**src/rtl/adder_pkg.sv**
```systemverilog
// Shared types and helpers for the pipelined adder/subtractor.
package adder_pkg;

  typedef enum logic {
    OP_ADD = 1'b0,
    OP_SUB = 1'b1
  } adder_op_t;

  // Control half of a stage record; the WIDTH-dependent partial result and
  // pending operand bits travel alongside it as parameterized buses.
  typedef struct packed {
    logic      valid;
    adder_op_t op;
    logic      smode;
    logic      carry;
  } stage_ctl_t;

  function automatic logic calc_overflow(input logic c_msb, input logic co,
                                         input adder_op_t op, input logic smode);
    if (smode) return c_msb ^ co;
    return (op == OP_SUB) ? ~co : co;
  endfunction

endpackage

```
**src/rtl/adder_stage.sv**
```systemverilog
// One W-bit slice of the carry-chained adder with its hold-able register bank.
module adder_stage
  import adder_pkg::*;
#(
  parameter int WIDTH = 32,
  parameter int W     = 8,
  parameter int IDX   = 0
) (
  input  logic             clk,
  input  logic             rst_n,
  input  logic             en,
  input  stage_ctl_t       d_ctl,
  input  logic [WIDTH-1:0] d_a,
  input  logic [WIDTH-1:0] d_b,
  input  logic [WIDTH-1:0] d_r,
  output stage_ctl_t       q_ctl,
  output logic [WIDTH-1:0] q_a,
  output logic [WIDTH-1:0] q_b,
  output logic [WIDTH-1:0] q_r
);

  logic [W:0]       sum;
  logic [WIDTH-1:0] r_nxt;

  assign sum = {1'b0, d_a[IDX*W +: W]} + {1'b0, d_b[IDX*W +: W]} + {{W{1'b0}}, d_ctl.carry};

  // Lower slices arrive already finished; this stage fills in its own slice.
  always_comb begin
    r_nxt = d_r;
    r_nxt[IDX*W +: W] = sum[W-1:0];
  end

  always_ff @(posedge clk) begin
    if (!rst_n) begin
      q_ctl <= '0;
      q_a   <= '0;
      q_b   <= '0;
      q_r   <= '0;
    end else if (en) begin
      q_ctl.valid <= d_ctl.valid;
      q_ctl.op    <= d_ctl.op;
      q_ctl.smode <= d_ctl.smode;
      q_ctl.carry <= sum[W];
      q_a         <= d_a;
      q_b         <= d_b;
      q_r         <= r_nxt;
    end
  end

endmodule

```
**src/rtl/pipelined_adder.sv**
```systemverilog
// Parametrised pipelined add/sub: STAGES carry-chained slices, valid/ready
// handshake with full back-pressure (whole pipe holds while output stalls).
module pipelined_adder
  import adder_pkg::*;
#(
  parameter int WIDTH  = 32,
  parameter int STAGES = 4
) (
  input  logic             clk,
  input  logic             rst_n,
  input  logic             in_valid,
  output logic             in_ready,
  input  logic [WIDTH-1:0] in1,
  input  logic [WIDTH-1:0] in2,
  input  logic             cin,
  input  logic             op_sub,
  input  logic             signed_mode,
  output logic             out_valid,
  input  logic             out_ready,
  output logic [WIDTH-1:0] sout,
  output logic             cout,
  output logic             overflow
);

  localparam int W = WIDTH / STAGES;

  if (WIDTH < 2 || STAGES < 1 || STAGES > WIDTH || (WIDTH % STAGES) != 0) begin : g_bad_cfg
    $error("pipelined_adder: illegal WIDTH/STAGES combination");
  end

  stage_ctl_t [STAGES:0]            ctl;
  logic       [STAGES:0][WIDTH-1:0] a_p, b_p, r_p;
  logic       [STAGES:0]            vld_pipe;
  logic                             stall;
  logic                             c_msb;
  logic                             unused_pend;

  assign stall    = out_valid & ~out_ready;
  assign in_ready = ~stall;

  // Subtraction is A + ~B + ~borrow, so both inversions happen at entry.
  assign ctl[0].valid = in_valid;
  assign ctl[0].op    = op_sub ? OP_SUB : OP_ADD;
  assign ctl[0].smode = signed_mode;
  assign ctl[0].carry = op_sub ^ cin;
  assign a_p[0]       = in1;
  assign b_p[0]       = op_sub ? ~in2 : in2;
  assign r_p[0]       = '0;

  for (genvar i = 0; i < STAGES; i++) begin : g_stage
    adder_stage #(.WIDTH(WIDTH), .W(W), .IDX(i)) u_stage (
      .clk   (clk),
      .rst_n (rst_n),
      .en    (~stall),
      .d_ctl (ctl[i]),
      .d_a   (a_p[i]),
      .d_b   (b_p[i]),
      .d_r   (r_p[i]),
      .q_ctl (ctl[i+1]),
      .q_a   (a_p[i+1]),
      .q_b   (b_p[i+1]),
      .q_r   (r_p[i+1])
    );
  end

  for (genvar i = 0; i <= STAGES; i++) begin : g_vld
    assign vld_pipe[i] = ctl[i].valid;
  end

  // Carry into the MSB recovered from sum ^ a ^ b' at that bit.
  assign c_msb = r_p[STAGES][WIDTH-1] ^ a_p[STAGES][WIDTH-1] ^ b_p[STAGES][WIDTH-1];

  assign out_valid = vld_pipe[STAGES];
  assign sout      = r_p[STAGES];
  assign cout      = ctl[STAGES].carry;
  assign overflow  = calc_overflow(c_msb, ctl[STAGES].carry, ctl[STAGES].op, ctl[STAGES].smode);

  assign unused_pend = ^{a_p[STAGES][WIDTH-2:0], b_p[STAGES][WIDTH-2:0]};

endmodule

```
**config.mk**
```make
export PLATFORM = sky130hd
export DESIGN_NAME = pipelined_adder
export DESIGN_NICKNAME = d
export VERILOG_FILES = /design/src/rtl/adder_pkg.sv /design/src/rtl/adder_stage.sv /design/src/rtl/pipelined_adder.sv
export SDC_FILE = /design/constraint.sdc
export NUM_CORES = 1
export LEC_CHECK = 0
export CORE_AREA = 5 5 224 117
export DETAILED_ROUTE_END_ITERATION = 10
export DIE_AREA = 0 0 229 122
export SLEW_MARGIN = 30
export SYNTH_ARGS = -nofsm -noshare
export SYNTH_HDL_FRONTEND = slang
export SYNTH_SLANG_ARGS = --single-unit
```
**constraint.sdc**
```tcl
create_clock -name clk -period 3.7 [get_ports clk]
set_input_delay 0.74 -clock clk [delete_from_list [all_inputs] [get_ports clk]]
set_output_delay 0.74 -clock clk [all_outputs]
set_load 0.1 [all_outputs]
```
# --- Yosys cells after proc, flatten, opt, wreduce, memory -nomap -nowiden ---
# Index checks and enable logic that the tools add are counted.
# W data, S select, Z words.
word_totals:
  regBits: 352
  input_bits: 71
  out_inout_bits: 36
  word_cells: 51
classes:
  n_addsub: 8
  n_mux: 6
  n_bitwise: 9
ops:
  columns: ["operator", "n"]
  rows:
  - ["$add A8 B8 Y9", 4]
  - ["$add A9 B1 Y9", 4]
  - ["$mux W32", 1]
  - ["$not A32 Y32", 1]
  - ["$mux W1", 5]
  - ["$xor A1 B1 Y1", 4]
  - ["$not A1 Y1", 3]
  - ["$and A1 B1 Y1", 1]

# --- Longest topological paths before layout ---
logic_depth:
  ltp_word: 5
  depth_mapped: 10
  mapped_depth_nobuf: 7

# --- Hierarchy ---
# Synthesis repeated with hierarchy kept, for this count alone.
hier_totals:
  cells_unflattened: 1497
  area_unflattened_um2: 16663.5
by_module_without_submodules:
  columns: ["module", "n_inst", "cells_per_inst", "area_each_um2", "seq_area_each_um2"]
  rows:
  - ["adder_stage (g_stage[0].u_stage ...)", 3, 364, 4063.9, 2001.9]
  - ["adder_stage (g_stage[3].u_stage)", 1, 363, 4102.7, 2001.9]
  - ["pipelined_adder", 1, 42, 369.1, 0.0]

# --- Worst setup path before layout ---
# OpenSTA, ideal clock, no wires.
synth_timing:
  path_type: "reg2out"
  from: "reg g_stage[3].u_stage.q_r[31]"
  to: "out overflow"
  arrival_ns: 2.971
  required_time_ns: 2.960
  slack_ns: -0.011
  path_stages_with_launch: 5
  cell_sequence: "dfxtp_1 -> xnor2_1 -> xnor2_1 -> mux2i_1 -> xnor2_1"
synth_between:
  elab_chain_cells: 5
synth_rtl:
  columns: ["element", "line_no", "rtl"]
  rows:
  - ["start, declared", "adder_stage.sv:19", "output logic [WIDTH-1:0] q_r"]
  - ["start signal, assigned", "adder_stage.sv:46", "q_r <= r_nxt;"]
  - ["$xor A1 B1 Y1 (2 in series)", "pipelined_adder.sv:71", "assign c_msb = r_p[STAGES][WIDTH-1] ^ a_p[STAGES][WIDTH-1] ^ b_p[STAGES][WIDTH-1];"]
  - ["$xor A1 B1 Y1", "adder_pkg.sv:20", "if (smode) return c_msb ^ co;"]
  - ["$mux W1", "adder_pkg.sv:20", null]
  - ["$mux W1", "adder_pkg.sv:21", "return (op == OP_SUB) ? ~co : co;"]
  - ["end, declared", "pipelined_adder.sv:22", "output logic overflow"]
# No other way between the ends. The select of a mux whose other input is x is not followed.

# --- Worst setup path in the final report ---
layout_timing:
  from: "reg g_stage[3].u_stage.q_ctl[0] (netlist name)"
  to: "out cout"
layout_rtl:
  columns: ["element", "line_no", "rtl"]
  rows:
  - ["start, declared", "adder_stage.sv:16", "output stage_ctl_t q_ctl,"]
  - ["end, declared", "pipelined_adder.sv:21", "output logic cout,"]
# No word-level cell between the ends.

==> metrics.md <==
| Metric | Value |
|---|---|
| Count of antenna diodes in the layout | `0` |
| Synthesis-to-finish area growth | `23.4%` |
| Area taken by multi-input logic gates | `around 4000 sq um` |
| Y dimension of the die | `about 120 um` |
| Total via count in the routed design | `6673` |
| Commonest cells in the netlist | `sky130_fd_sc_hd__nand2_1, sky130_fd_sc_hd__dfxtp_1, sky130_fd_sc_hd__a21oi_1` |
| Worst Hold Class | `reg2reg` |
| Count of pins on the block boundary | `around 110` |
| Clock root buffer | `sky130_fd_sc_hd__clkbuf_16` |
| Number of setup violations in the final report | `0` |
| Ys Warns | `0` |
| Number of buffers on the longest clock path | `2` |
| Cell chain of the critical path | `clkdlybuf4s50_1` |
| Initial standard-cell utilization of the core | `roughly 34%` |
| Count of port buffers added during placement | `about 110` |
| Half-perimeter wire length after placement | `approximately 14 mm` |
| Pre-Repair DR Iteration Count | `5` |
| Std cell rows | `41` |
| Final slew viol count | `0` |
| Mean post-synth cell area | `~8.3 sq um` |
| Status | `finished clean` |
| Static Leak | `~4.0 nW` |
| Final antenna-violating net count | `0` |
| Class of the most critical setup path | `reg2out` |
| Top flip-flop cell by instance count after synthesis | `sky130_fd_sc_hd__dfxtp_1` |
| Max Fclk | `around 0.35 GHz` |
| Post-Place Cell Area | `around 9500 sq um` |
| Number of buffer and inverter instances along the worst setup path | `1` |
| Synthesized flop and latch total | `around 190` |
| Layout net count | `1163` |
| Overall overflow remaining after global route | `0` |
| Transition at the pin with the smallest max-transition slack | `between 0.9 and 1 ns` |
| Sink count of the clock tree | `194` |
| Post-detailed-route DRC marker count | `0` |
| Critical Path Start Type | `flip-flop` |
| Average detailed-routed wire length per instance | `approximately 15 um` |
| Peak supply drop | `around 0.30 mV` |
| Vias in the first global route | `6321` |
| Library cell with the highest instance count after synthesis | `sky130_fd_sc_hd__nand2_1` |
| Final clock period utilization by the worst path | `between 70 and 80%` |
| Total of hold buffers inserted after clock tree synthesis | `0` |
| Top-area cell type share of the netlist area | `a little under half` |
| Post-synthesis cell count | `between 900 and 1000` |
| Final weighted congestion in routability-driven placement | `0.788` |
| Crit path largest cell delay | `1.19 ns` |
| First-pass GRT wire length | `about 34 mm` |
| Distinct cell type count after synthesis | `44` |
| Number of levels the H-tree was split into | `4` |
| Setup repair after global routing missed its margin | `no` |
| Initial antenna violation count | `0` |
| Total setup buffers inserted after CTS | `0` |
| Share of flip-flops with an asynchronous set or reset | `0%` |
| CTS clk-pin slew, worst paths | `about 0.070 ns` |
| Fill cell count | `2498` |
| Library cell occupying the most area in the post-synthesis netlist | `sky130_fd_sc_hd__dfxtp_1` |
| WP data arrival | `2.10 ns` |
| Total Negative Setup Slacks | `0 ns` |
| Tightest slew margin relative to the limit | `~34%` |
| Area of all sequential standard cells | `around 4000 sq um` |
| Routed via count divided by cell count | `approximately 4.8` |
| Power density relative to cell area | `~490 nW/um^2` |
| Worst clock skew | `0.0125 ns` |
| Total global routing track utilization | `between 15 and 20%` |
| Required time reported for the critical path endpoint | `roughly 3 ns` |
| Clock tree from TritonCTS | `built` |
| Number of maximum-capacitance constraint violations | `0` |
| Area of the mapped netlist | `approximately 8200 sq um` |
| Peak fanout along the critical path | `3` |
| Maximum number of pins on one net before global-route repair | `158` |
| Type of destination of the critical path | `output pin` |
| Post-route design area | `approximately 10000 sq um` |
| Cts bufs inserted | `17` |
| Syn Nets | `1095` |
| Horiz. Die Dim | `roughly 230 um` |
| Initial DRC Count | `roughly 600` |
| Post-layout min period | `approximately 2.8 ns` |
| Category of cells accounting for the largest share of critical-path delay | `buffers and inverters` |
| Layout cell share with drive strength beyond 1 | `slightly above 6%` |
| Crit-path slowest cell | `sky130_fd_sc_hd__clkdlybuf4s50_1` |
| Total Die Area | `about 28000 sq um` |
| Cells taking the most area after synthesis | `sky130_fd_sc_hd__dfxtp_1, sky130_fd_sc_hd__nand2_1, sky130_fd_sc_hd__a21oi_1` |
| Sequential-to-total area share from yosys stat | `roughly 47%` |
| Worst-skew pair later-pin latency | `0.44 ns` |
| # resized after CTS | `0` |
| Number of endpoints with negative hold slack in the final report | `0` |
| Number of synthesized flops with an enable pin | `0` |
| Floorplan Core Area | `about 24000 sq um` |
| Detailed-route wire length | `between 20 and 25 mm` |
[sequential cells by signal (all words and copies together), names as in the netlist]
signal and flops:
g_stage.u_stage.q_a 49, g_stage.u_stage.q_r 80, g_stage.u_stage.q_ctl 16, g_stage.u_stage.q_b 49
[path summary, 6_finish.rpt]
kind                               startpoint                           to  slack, ns  cells after the start
hold / removal      g_stage[3].u_stage.q_r[1]    g_stage[3].u_stage.q_r[1]       0.45                      2
setup reg to reg  g_stage[0].u_stage.q_ctl[0]  g_stage[1].u_stage.q_ctl[0]       1.19                      6
hold reg to reg     g_stage[3].u_stage.q_r[1]    g_stage[3].u_stage.q_r[1]       0.45                      2
setup / recovery  g_stage[3].u_stage.q_ctl[0]                         cout       0.86                      1
[through the flow]
step	worst slack (ns)	power [W]	utilization, %	hold WS, ns	cells
floorplan	0.572	0.00279	-	0.425	988
global placement	0.608	0.00301	39.2	0.437	1359
detailed placement	0.571	0.00302	39.2	0.442	1359
CTS	0.834	0.00501	41.7	0.452	1390
global route	0.801	0.00518	41.7	0.464	1390
finish	0.859	0.00495	41.7	0.449	1390
[worst min-delay path, stage by stage (launching register included)]
cell and delay, ns:
sky130_fd_sc_hd__dfxtp_1 0.31, sky130_fd_sc_hd__nand2_1 0.05, sky130_fd_sc_hd__a21oi_1 0.05
[final cells by class]
type,instances,share of cell area (%)
clock inverters,12,1.75
repair buffers,117,11.8
multi-input cells,711,39.3
inverters,15,0.627
flip-flops and latches,194,38.2
well taps,322,3.96
clock buffers,19,4.45
[layout by cell type (no fill, tap or decap), types with 3 or more instances in the layout]
cell type                         synthesis  routed
sky130_fd_sc_hd__clkinv_2                 0       3
sky130_fd_sc_hd__o22ai_1                  5       5
sky130_fd_sc_hd__buf_4                    4      10
sky130_fd_sc_hd__inv_6                    0       4
sky130_fd_sc_hd__ha_1                    28      28
sky130_fd_sc_hd__inv_1                   13      13
sky130_fd_sc_hd__mux2_2                   7       7
sky130_fd_sc_hd__a21oi_1                166     166
sky130_fd_sc_hd__clkbuf_16                0      17
sky130_fd_sc_hd__buf_12                   0       6
sky130_fd_sc_hd__xor2_1                  13      13
sky130_fd_sc_hd__a211oi_1                31      31
sky130_fd_sc_hd__nand3_1                  7       7
sky130_fd_sc_hd__and3_1                   3       3
sky130_fd_sc_hd__nand4_1                  5       5
sky130_fd_sc_hd__fa_1                     8       8
sky130_fd_sc_hd__xnor2_1                 35      34
sky130_fd_sc_hd__nor2_1                  33      33
sky130_fd_sc_hd__bufinv_16                0       4
sky130_fd_sc_hd__o21ai_0                 16      16
sky130_fd_sc_hd__a21o_1                  13      13
sky130_fd_sc_hd__nor3b_1                  4       4
sky130_fd_sc_hd__nand2_1                295     295
sky130_fd_sc_hd__clkdlybuf4s50_1          0      99
sky130_fd_sc_hd__or3_1                    5       5
sky130_fd_sc_hd__o2bb2ai_1                5       5
sky130_fd_sc_hd__dfxtp_1                194     194
sky130_fd_sc_hd__nand2b_1                 3       3
sky130_fd_sc_hd__nor2b_4                  2       3
[power breakdown]
group	internal [W]	switching, W	total [W]
Combinational	0.000274	0.000387	0.000660
Sequential	0.00223	0.0000788	0.00231
Clock	0.00117	0.000818	0.00199
[kinds of logic after synthesis]
family,after synthesis,synth area share (%)
muxes,8,1.08
xor gates and xnor gates,48,5.10
adders and majority gates,36,6.19
buffers and inverters,83,4.61
AOI/OAI and AO/OA,257,18.2
and+or+nand+nor,362,17.7
DFF,194,47.1
[metal layers]
metal,wire (um),share of wire [%],global-route usage (%),up-vias
met1,11300,55,22.9,3112
met4,98,0.47,4.35,0
li1,-,-,-,3460
met5,0,0,0,-
met3,931,4.5,3.75,4
met2,8400,40,20.8,97
No activity file was read; power rests on OpenSTA's default activity.
